$ cat config.mk
export PLATFORM = sky130hd
export DESIGN_NAME = adc_rx_frontend
export DESIGN_NICKNAME = d
export VERILOG_FILES = /design/src/rtl/adc_rx_pkg.sv /design/src/rtl/rx_fwft_fifo.sv /design/src/rtl/adc_rx_frontend.sv
export SDC_FILE = /design/constraint.sdc
export NUM_CORES = 1
export LEC_CHECK = 0
export CORE_MARGIN = 2
export CORE_UTILIZATION = 40
export CTS_CLUSTER_DIAMETER = 200
export DETAILED_ROUTE_END_ITERATION = 12
export MAX_ROUTING_LAYER = met4
export PLACE_DENSITY_LB_ADDON = 0.12
export SLEW_MARGIN = 20
export SYNTH_ARGS = -nofsm -noshare
export SYNTH_HDL_FRONTEND = slang
export SYNTH_SLANG_ARGS = --single-unit
$ cat constraint.sdc
create_clock -name clk -period 4.8 [get_ports clk]
set_clock_uncertainty 0.05 [all_clocks]
set_input_delay 0.96 -clock clk [delete_from_list [all_inputs] [get_ports clk]]
set_output_delay 0.96 -clock clk [all_outputs]
set_load 0.05 [all_outputs]
$ cat src/rtl/adc_rx_pkg.sv
// adc_rx_pkg: shared widths, receive FSM states and the offset-binary to sfix18 mapping.
package adc_rx_pkg;
    localparam int SAMPLE_W = 18;
    localparam int ADC_W = 16;
    localparam int MAG_W = 17;

    typedef enum logic [1:0] {IDLE, CAPTURE, HOLDOFF} state_t;

    function automatic logic [SAMPLE_W-1:0] adc_to_sample(input logic [ADC_W-1:0] a);
        return {~a[ADC_W-1], ~a[ADC_W-1], a[ADC_W-2:0], 1'b0};
    endfunction
endpackage

$ cat src/rtl/rx_fwft_fifo.sv
// rx_fwft_fifo: first-word-fall-through FIFO; output holds the last popped word while empty.
module rx_fwft_fifo #(
    parameter int W = 18,
    parameter int LOG2 = 4
) (
    input  logic          clk,
    input  logic          rst,
    input  logic          push,
    input  logic          pop,
    input  logic [W-1:0]  din,
    output logic [W-1:0]  dout,
    output logic          full,
    output logic          empty,
    output logic [LOG2:0] count
);
    localparam int DEPTH = 1 << LOG2;

    logic [W-1:0] mem [DEPTH];
    logic [W-1:0] hold;
    logic [LOG2:0] wptr, rptr;
    logic do_push, do_pop;

    assign count = wptr - rptr;
    assign empty = wptr == rptr;
    assign full = count[LOG2];
    assign do_pop = pop && !empty;
    assign do_push = push && (!full || do_pop);
    assign dout = empty ? hold : mem[rptr[LOG2-1:0]];

    always_ff @(posedge clk) begin
        if (do_push) mem[wptr[LOG2-1:0]] <= din;
    end

    always_ff @(posedge clk or negedge rst) begin
        if (!rst) begin
            wptr <= '0;
            rptr <= '0;
            hold <= '0;
        end else begin
            if (do_push) wptr <= wptr + 1'b1;
            if (do_pop) begin
                rptr <= rptr + 1'b1;
                hold <= mem[rptr[LOG2-1:0]];
            end
        end
    end
endmodule

$ cat src/rtl/adc_rx_frontend.sv
// adc_rx_frontend: ADC sample recovery, moving-sum burst detect, fixed-length burst capture into a FWFT FIFO.
module adc_rx_frontend
    import adc_rx_pkg::*;
#(
    parameter int WIN_LOG2 = 4,
    parameter int FIFO_LOG2 = 4,
    parameter int SUM_W = 17 + WIN_LOG2
) (
    input  logic                clk,
    input  logic                rst,
    input  logic [ADC_W-1:0]    adc_data,
    input  logic                adc_valid,
    input  logic [SUM_W-1:0]    thresh,
    input  logic [15:0]         burst_len,
    input  logic                rx_ready,
    output logic [SAMPLE_W-1:0] rxData_re,
    output logic                rxValid,
    output logic                burst_start,
    output logic                busy,
    output logic                overflow
);
    localparam int WIN = 1 << WIN_LOG2;
    localparam logic [WIN_LOG2:0] WIN_FULL = {1'b1, {WIN_LOG2{1'b0}}};

    logic [SAMPLE_W-1:0] s1_x, s2_x, s3_x;
    logic s1_v, s2_v, s3_v, s2_armed, s3_hit;
    logic [MAG_W-1:0] dline [WIN];
    logic [MAG_W-1:0] mag;
    logic [SUM_W-1:0] sum;
    logic [WIN_LOG2:0] fill;
    state_t state, state_n;
    logic [15:0] cnt, cnt_n, blen, blen_n;
    logic [WIN_LOG2-1:0] hcnt, hcnt_n;
    logic wr, trig, pop;
    logic fifo_full, fifo_empty;
    logic [FIFO_LOG2:0] fifo_count;

    assign mag = s1_x[SAMPLE_W-1] ? MAG_W'(-s1_x) : MAG_W'(s1_x);
    assign busy = state != IDLE;
    assign rxValid = !fifo_empty;
    assign pop = rx_ready && fifo_count != '0;

    // s2_armed uses the fill count before this sample, so the window must already be full
    always_ff @(posedge clk or negedge rst) begin
        if (!rst) begin
            s1_v <= 1'b0;
            s2_v <= 1'b0;
            s3_v <= 1'b0;
            s1_x <= '0;
            s2_x <= '0;
            s3_x <= '0;
            s2_armed <= 1'b0;
            s3_hit <= 1'b0;
            sum <= '0;
            fill <= '0;
            for (int i = 0; i < WIN; i++) dline[i] <= '0;
        end else begin
            s1_v <= adc_valid;
            if (adc_valid) s1_x <= adc_to_sample(adc_data);
            s2_v <= s1_v;
            if (s1_v) begin
                s2_x <= s1_x;
                s2_armed <= fill == WIN_FULL;
                sum <= sum + SUM_W'(mag) - SUM_W'(dline[WIN-1]);
                fill <= fill == WIN_FULL ? fill : fill + 1'b1;
                dline[0] <= mag;
                for (int i = 1; i < WIN; i++) dline[i] <= dline[i-1];
            end
            s3_v <= s2_v;
            if (s2_v) begin
                s3_x <= s2_x;
                s3_hit <= s2_armed && sum >= thresh;
            end
        end
    end

    always_comb begin
        state_n = state;
        cnt_n = cnt;
        blen_n = blen;
        hcnt_n = hcnt;
        wr = 1'b0;
        trig = 1'b0;
        if (s3_v) begin
            case (state)
                IDLE: if (s3_hit) begin
                    trig = 1'b1;
                    wr = 1'b1;
                    cnt_n = 16'd1;
                    hcnt_n = '0;
                    blen_n = burst_len == 16'd0 ? 16'd1 : burst_len;
                    state_n = blen_n == 16'd1 ? HOLDOFF : CAPTURE;
                end
                CAPTURE: begin
                    wr = 1'b1;
                    cnt_n = cnt + 16'd1;
                    state_n = cnt_n == blen ? HOLDOFF : CAPTURE;
                end
                HOLDOFF: begin
                    hcnt_n = hcnt + 1'b1;
                    state_n = &hcnt ? IDLE : HOLDOFF;
                end
                default: state_n = IDLE;
            endcase
        end
    end

    always_ff @(posedge clk or negedge rst) begin
        if (!rst) begin
            state <= IDLE;
            cnt <= '0;
            blen <= 16'd1;
            hcnt <= '0;
            burst_start <= 1'b0;
            overflow <= 1'b0;
        end else begin
            state <= state_n;
            cnt <= cnt_n;
            blen <= blen_n;
            hcnt <= hcnt_n;
            burst_start <= trig;
            overflow <= (overflow && !trig) || (wr && fifo_full && !pop);
        end
    end

    rx_fwft_fifo #(.W(SAMPLE_W), .LOG2(FIFO_LOG2)) u_fifo (
        .clk(clk),
        .rst(rst),
        .push(wr),
        .pop(pop),
        .din(s3_x),
        .dout(rxData_re),
        .full(fifo_full),
        .empty(fifo_empty),
        .count(fifo_count)
    );
endmodule

# Word-level counts from Yosys, hierarchy flattened
# Memories as Yosys holds them, arrays and structs flattened.
# Index checks and enable logic that the tools add are counted.
# word_totals
wordCells	99
latch_bits	0
regBits	419
romBits	0
mem_count	1
output_inout_bits	22
ram_bits	272
input_bits	57
# mem_list
name	depth	word_bits	read_ports	rd_ports_with_merged_regs	write_ports	line_no	rtl
u_fifo.mem	16	17	1	0	1	rx_fwft_fifo.sv:18	logic [W-1:0] mem [DEPTH];
# classes
n_reduce_logical	25
n_mul	0
addsub	9
mux	19
magnitude_cmp	1
div	0
eq_ne	7
shift	0
bitwise	2
# ops
operator	n
16-bit 2-to-1 mux	2
16-bit one-hot mux with 2 select lines	1
21-bit by 17-bit adder with 21-bit output	1
21-bit greater-or-equal comparator	1
21-bit by 17-bit subtractor with 21-bit output	1
18-bit 2-to-1 mux	1
17-bit 2-to-1 mux	1
17-bit negation	1
16-bit by 1-bit adder with 16-bit output (second input constant)	1
16-bit by 1-bit == test with 1-bit output (second input constant)	1
16-bit == test	1
16-bit zero test	1
5-bit by 1-bit adder with 5-bit output (second input constant)	3
3-bit AND reduction	3
2-bit 2-to-1 mux	4
4-bit one-hot mux with 2 select lines	1
1-bit logical AND	7
1-bit 2-to-1 mux	6
2-bit one-hot mux with 3 select lines	1
2-bit nonzero test	3
5-bit == test	1
5-bit == test (second input constant)	1
5-bit nonzero test	1
5-bit subtractor	1
12 further kinds	18

# Logic depth before layout (Yosys ltp)
# Gate-level depths: netlist of the first run.
# depth
ltp_word	8
mapped_depth	18

# Modules after synthesis
# A second synthesis of the first run with hierarchy kept.
# unflattened
cells_unflattened	2001
hier_area_um2	29293.1
# by_module_without_submodules
mod	n_inst	cells_each	seq_area_each_um2	area_per_inst_um2
adc_rx_frontend	1	1321	9335.2	16761.1
rx_fwft_fifo	1	680	9349.0	12532.0

# Worst setup path before layout of the first run
# OpenSTA, ideal clock, no wires.
# synth_timing
path_type	register to register
from	reg u_fifo.rptr[2]
to	mem u_fifo.mem[0][0] (netlist bit) (enable)
period_less_slack_ps	4880
path_buffers	3
setup_ps	409
stages_incl_launch_ff	13
slack_ps	-80
arrival_ps	4421
cell_sequence	dfrtp_1 -> inv_2 -> buf_1 -> ha_1 -> and2_1 -> and4_1 -> clkbuf_1 -> inv_1 -> nand2_1 -> a31oi_1 -> clkbuf_1 -> nand2_1 -> nor3_1
# synth_via
elab_cells_between_ends	11
cone_classes	1 x add/sub; 1 x eq/ne; 2 x mux; 7 x reduce/logical
# synth_rtl
element	line_no	rtl
from (decl)	rx_fwft_fifo.sv:20	logic [LOG2:0] wptr, rptr;
from (signal assigned)	rx_fwft_fifo.sv:42	rptr <= rptr + 1'b1;
5-bit == test	rx_fwft_fifo.sv:24	assign empty = wptr == rptr;
1-bit zero test	--	
net rxValid	adc_rx_frontend.sv:17	output logic rxValid,
1-bit logical AND	rx_fwft_fifo.sv:26	assign do_pop = pop && !empty;
1-bit logical OR	rx_fwft_fifo.sv:27	assign do_push = push && (!full || do_pop);
1-bit logical AND	rx_fwft_fifo.sv:27	
1-bit 2-to-1 mux	rx_fwft_fifo.sv:31	if (do_push) mem[wptr[LOG2-1:0]] <= din;
1-bit 2-to-1 mux (implied by the code)	rx_fwft_fifo.sv:31	
to (decl)	rx_fwft_fifo.sv:18	
# The timed path passes the listed nets, and every way through them passes these cells.

# Worst setup path in the final report of the first run
# layout_timing
from	reg u_fifo.rptr[0]
to	out rxData_re[14]
# layout_via
elab_chain_cells	2
elab_cells_between_ends	3
cone_classes	1 x eq/ne; 1 x mux; 1 x memory
# layout_lines
element	line_no	rtl
memory read 16 x 17 bit / 5-bit == test (equally long branches)	--	
18-bit 2-to-1 mux (*)	rx_fwft_fifo.sv:28	assign dout = empty ? hold : mem[rptr[LOG2-1:0]];
to (decl)	adc_rx_frontend.sv:16	output logic [SAMPLE_W-1:0] rxData_re,
# Mark *: on every way between the ends. The rest lies on a longest branch, timed or not.

==> impl_metrics.tcl, run 1 <==
set metrics [dict create \
    path_max_fanout 11 \
    syn_nets 1920 \
    outcome "complete, no violations" \
    numCtsBuffers 73 \
    multiInputGateArea_um2 9470 \
    maxCapViolCount 0 \
    finalCritPeriodShare_pct 95.1 \
    power_mw 21.4 \
    synth-seq-area-share_pct 63.7 \
    slew_viol_final 0 \
    mostFrequentLayoutCells "dfrtp_1 (395), mux2_2 (322), edfxtp_1 (256)" \
    seqCellArea_um2 17700 \
    die_area_um2 71500 \
    syn_inst 1794 \
    r2r_start "s1_x[5]" \
    area_growth_pct 15.9 \
    finalSetupViolations 0 \
    ys_ff_latch 655 \
    yosysWarnings 0 \
    dr.pass1.iters 4 \
    power.leakage_nw 12.6 \
    hold_violations 0 \
    path_cells "buf_4 -> mux4_2 -> mux4_2 -> mux2_2 -> clkdlybuf4s50_1" \
    ir_worst_vdd_uv 474 \
    grt_setup_unrepaired "false" \
    final_common_cell "dfrtp_1" \
    crit_path_start "u_fifo.rptr[0]" \
    cp.arrival_ps 3560 \
    cpLargestDelayFamily "multiplexers" \
    wl_per_cell_um 19.6 \
    clk_path_buf_depth 3 \
    async_reset_ff_share_pct 60.9 \
    clk_latency_ps 620 \
    slowest_delay_ps 700 \
    die_w_um 267 \
    gr-total-overflow 0 \
    drc 0 \
    powerDensity_nw_per_um2 664 \
    clock.fmax_mhz 219 \
    worstHoldPathType "in -> async" \
    nets 2028 \
    grt_pass1_wl_mm 90.6 \
    syn_area_per_cell_um2 15.5 \
    cpMostUsedCell "mux4_2" \
    tns_ps 0 \
    tightest_slew_ps 1140 \
    syn_area_um2 27700 \
    root_buffer "clkbuf_16" \
    vias 14900 \
    critPathLaunchType "register" \
    cp-end-kind "primary output" \
    cpMaxStageDelayCell "clkdlybuf4s50_1" \
    critPathRequiredTime_ps 3790 \
    coreArea_um2 68600 \
    drive_gt1_share_pct 29.8 \
    hold_buffers 0 \
    numClockSinks 655 \
    rows 96 \
    io_pins 79 \
    grt_usage_pct 17.0 \
    relSlewSlack_pct 23.8 \
    dp_hpwl_mm 35.1 \
    gp_congestion 0.834 \
    period_minus_slack_ps 4570 \
    synth_cell_types 75 \
    start_util_pct 40.4 \
    antenna_cells 0 \
    grt_pass1_vias 15600 \
    drt-initial-drc-count 924 \
    via_per_inst 5.16 \
    htree_levels 3 \
    tritoncts "built" \
    antenna_found_initial 0 \
    utilization_pct 46.9 \
    grt_max_degree 207 \
    cp.buffers_inverters 2 \
    num-fill-cells 6000 \
    numPortBuffers 77 \
    post_cts_resized 0 \
    synth_edf_count 256 \
    clk_pin_slew_worst_paths_ps 60 \
    ant_nets 0 \
    totalWireLength_mm 56.8 \
    dieHeight_um 267 \
    synth-main-ff-cell "dfrtp_1" \
    crit_type "reg -> out" \
]
## per-layer routing
metal	track usage [%]	part of all wire, %
met5	-	0
met4	5.31	2.6
met3	2.48	2.8
met1	22.3	46
met2	27.3	49
## synthesized netlist by cell type, types with 4 or more instances
master	number	area share, %
o31ai_1	11	0.30
nand2_1	95	1.3
a211oi_1	5	0.14
a22o_1	8	0.25
nand2b_1	4	0.090
nand4_1	13	0.29
nor4_1	5	0.11
edfxtp_1	256	28
inv_1	68	0.92
mux2_2	322	13
buf_2	7	0.13
nor3_1	15	0.27
or3_1	7	0.16
xnor2_1	40	1.3
o21ai_0	73	1.3
fa_1	17	1.2
o21a_1	14	0.38
and3_1	12	0.27
a21oi_1	36	0.65
xor2_1	18	0.57
clkbuf_1	61	0.83
nor2b_1	10	0.23
nand3_1	22	0.40
mux2i_1	5	0.18
buf_1	8	0.11
buf_4	4	0.11
nor2_1	54	0.73
dfrtp_1	398	36
a31oi_1	8	0.18
ha_1	52	2.3
mux4_2	80	6.5
## sequential cells by signal (all words and copies together) (netlist names), 2 cells and up
signal	count
hcnt	4
u_fifo.hold	16
s3_x	16
blen	16
s2_x	15
dline	256
state	2
fill	5
u_fifo.wptr	5
cnt	16
sum	20
u_fifo.mem	256
u_fifo.rptr	5
s1_x	16
## cell type report
type	count	share of cell area (%)
flip-flops and latches	655	55.0
multi-input cells	986	29.4
clock buffers	94	6.24
well taps	931	3.62
repair buffers	116	3.60
clock inverters	39	1.28
inverters	70	0.817
## worst register-to-register path: cells and delay by family (launching register included)
family / cells / cell delay, ps
simple gates: 7 / 1780
fa+ha+maj: 2 / 800
buf+inv: 1 / 40
xor+xnor: 1 / 160
mux: 1 / 160
flops: 1 / 420
compound gates: 3 / 780
## where the power goes
group	total [mW]	internal (mW)	switching [mW]
Clock	5.56	3.26	2.31
Combinational	7.41	3.62	3.78
Sequential	8.38	7.40	0.986
## through the flow
| step | instance area (um2) | instances | hold WS, ps | setup WS (ps) |
|---|---|---|---|---|
| after floorplan | 27800 | 1794 | 302 | 165 |
| after global placement | 29700 | 2757 | 421 | 538 |
| after detailed placement | 29700 | 2757 | 427 | 547 |
| after CTS | 32100 | 2890 | 354 | 16.1 |
| after global routing | 32200 | 2891 | 376 | 103 |
| final | 32200 | 2891 | 287 | 235 |
## logic make-up after synthesis
family          count (synthesis)  share of synthesized area (%)
flops                         655                           63.7
mux                           407                           19.7
simple gates                  257                           4.46
compound gates                194                           4.43
buf+inv                       153                           2.24
fa+ha+maj                      69                           3.57
xor+xnor                       58                           1.83
other cells                     1                         0.0135
## path summary, 6_finish.rpt
path                                 endpoint  slack (ps)  cells past startpoint
worst max-delay path            rxData_re[14]         230                      5
worst min-delay path                  blen[3]         290                      1
worst max register to register        sum[20]         480                     15
worst min register to register        fill[4]         420                      1
max in group asynchronous          dline[104]        3320                      2
min in group clk                      fill[4]         420                      1
## repair_timing
item	CTS	global route
buffers inserted	0	1
hold endpoints to repair	0	0
endpoints found under the setup margin	0	13
No activity file was read; power rests on OpenSTA's default activity.
==> run 2, diff against run 1 <==
==> constraint.sdc (replaced) <==
create_clock -name clk -period 5.7 [get_ports clk]
set_clock_uncertainty 0.05 [all_clocks]
set_input_delay 1.14 -clock clk [delete_from_list [all_inputs] [get_ports clk]]
set_output_delay 1.14 -clock clk [all_outputs]
set_load 0.05 [all_outputs]
==> impl_metrics.tcl, run 2 (synthesized netlist as in run 1, its figures left out) <==
set metrics [dict create \
    via_per_inst 5.14 \
    cp-end-kind "primary output" \
    wl_per_cell_um 19.7 \
    numPortBuffers 77 \
    final_common_cell "dfrtp_1" \
    critPathLaunchType "register" \
    grt_usage_pct 17.0 \
    critPathRequiredTime_ps 4510 \
    powerDensity_nw_per_um2 562 \
    outcome "complete, no violations" \
    finalSetupViolations 0 \
    maxCapViolCount 0 \
    tns_ps 0 \
    gr-total-overflow 0 \
    clk_path_buf_depth 3 \
    root_buffer "clkbuf_16" \
    drc 0 \
    die_w_um 267 \
    post_cts_resized 0 \
    hold_violations 0 \
    drive_gt1_share_pct 29.4 \
    crit_type "reg -> out" \
    numCtsBuffers 74 \
    drt-initial-drc-count 915 \
    area_growth_pct 16.2 \
    mostFrequentLayoutCells "dfrtp_1 (395), mux2_2 (322), edfxtp_1 (256)" \
    finalCritPeriodShare_pct 87.7 \
    period_minus_slack_ps 5000 \
    path_max_fanout 27 \
    totalWireLength_mm 56.8 \
    antenna_found_initial 0 \
    hold_buffers 0 \
    start_util_pct 40.4 \
    dr.pass1.iters 5 \
    cp.arrival_ps 3810 \
    fin_cells 2891 \
    grt_pass1_vias 15600 \
    dieHeight_um 267 \
    gp_congestion 0.863 \
    grt_max_degree 174 \
    postCtsSetupRepairBufs 0 \
    ir_worst_vdd_uv 359 \
    nets 2025 \
    fin_hold_ws_ps 409 \
    grt_setup_unrepaired "false" \
    dp_hpwl_mm 35.1 \
    tritoncts "built" \
    io_pins 79 \
    tightest_slew_ps 1020 \
    power.leakage_nw 12.6 \
    numClockSinks 655 \
    htree_levels 3 \
    die_area_um2 71500 \
    worstHoldPathType "in -> async" \
    dp.cells 2754 \
    relSlewSlack_pct 32.0 \
    clk_pin_slew_worst_paths_ps 60 \
    num-fill-cells 5990 \
    vias 14900 \
    slew_viol_final 0 \
    coreArea_um2 68600 \
    clk_latency_ps 610 \
    rows 96 \
    grt_pass1_wl_mm 90.2 \
    clock.fmax_mhz 200 \
    antenna_cells 0 \
    ant_nets 0 \
]
[run 2: cell types whose count changed in the layout (fill, tap and decap cells not counted), sizes merged]
cell      before  now
buf           41   37
bufinv         5    7
clkbuf        94  105
clkinv        27   22
clkinvlp       3    2
inv           74   71
[run 2: final timing paths]
check	depth (start not counted)	to	slack (ps)	start
max	5	rxData_re[3]	700	u_fifo.rptr[0]
max in group asynchronous	2	s1_v	4040	rst
min in group clk	1	fill[4]	420	fill[4]
max reg2reg	15	sum[20]	1400	s1_x[5]
min	1	u_fifo.hold[7]	410	rst
min reg2reg	1	fill[4]	420	fill[4]
[run 2: critical path: stages (launching register included)]
cell,delay (ps)
dfrtp_4,800
buf_4,340
mux4_2,530
mux4_2,490
mux2_2,320
clkdlybuf4s50_1,710
[run 2: final cells by class]
class	instances	area [um2]	share of cell area, %
tap	931	1160	3.61
timing repair buffer	112	1110	3.44
clock buffer	105	2160	6.71
multi-input combinational	986	9470	29.4
clock inverter	32	380	1.18
inverter	70	263	0.815
sequential	655	17700	54.9
[run 2: stage by stage]
step	total power, mW	setup slack, ps	util [%]	area [um2]
after detailed placement	13.4	1300	43.3	29700
after global routing	19.3	510	47.0	32200
after global placement	13.2	1330	43.3	29700
after floorplan	11.6	820	-	27700
after CTS	18.4	609	47.0	32200
final	18.1	699	47.0	32200
[run 2: report_power, final]
part	switching [mW]	total [mW]	internal [mW]
Combinational	3.06	6.09	3.03
Clock	1.90	4.87	2.97
Sequential	0.910	7.14	6.23
[run 2: per-layer routing]
| layer | GRT usage (%) | wire length (um) | up-vias |
|---|---|---|---|
| li1 | - | - | 6865 |
| met3 | 3.05 | 1980 | 105 |
| met5 | - | 0 | - |
| met4 | 4.80 | 1280 | 0 |
| met2 | 27.6 | 28000 | 249 |
| met1 | 21.8 | 25600 | 7637 |
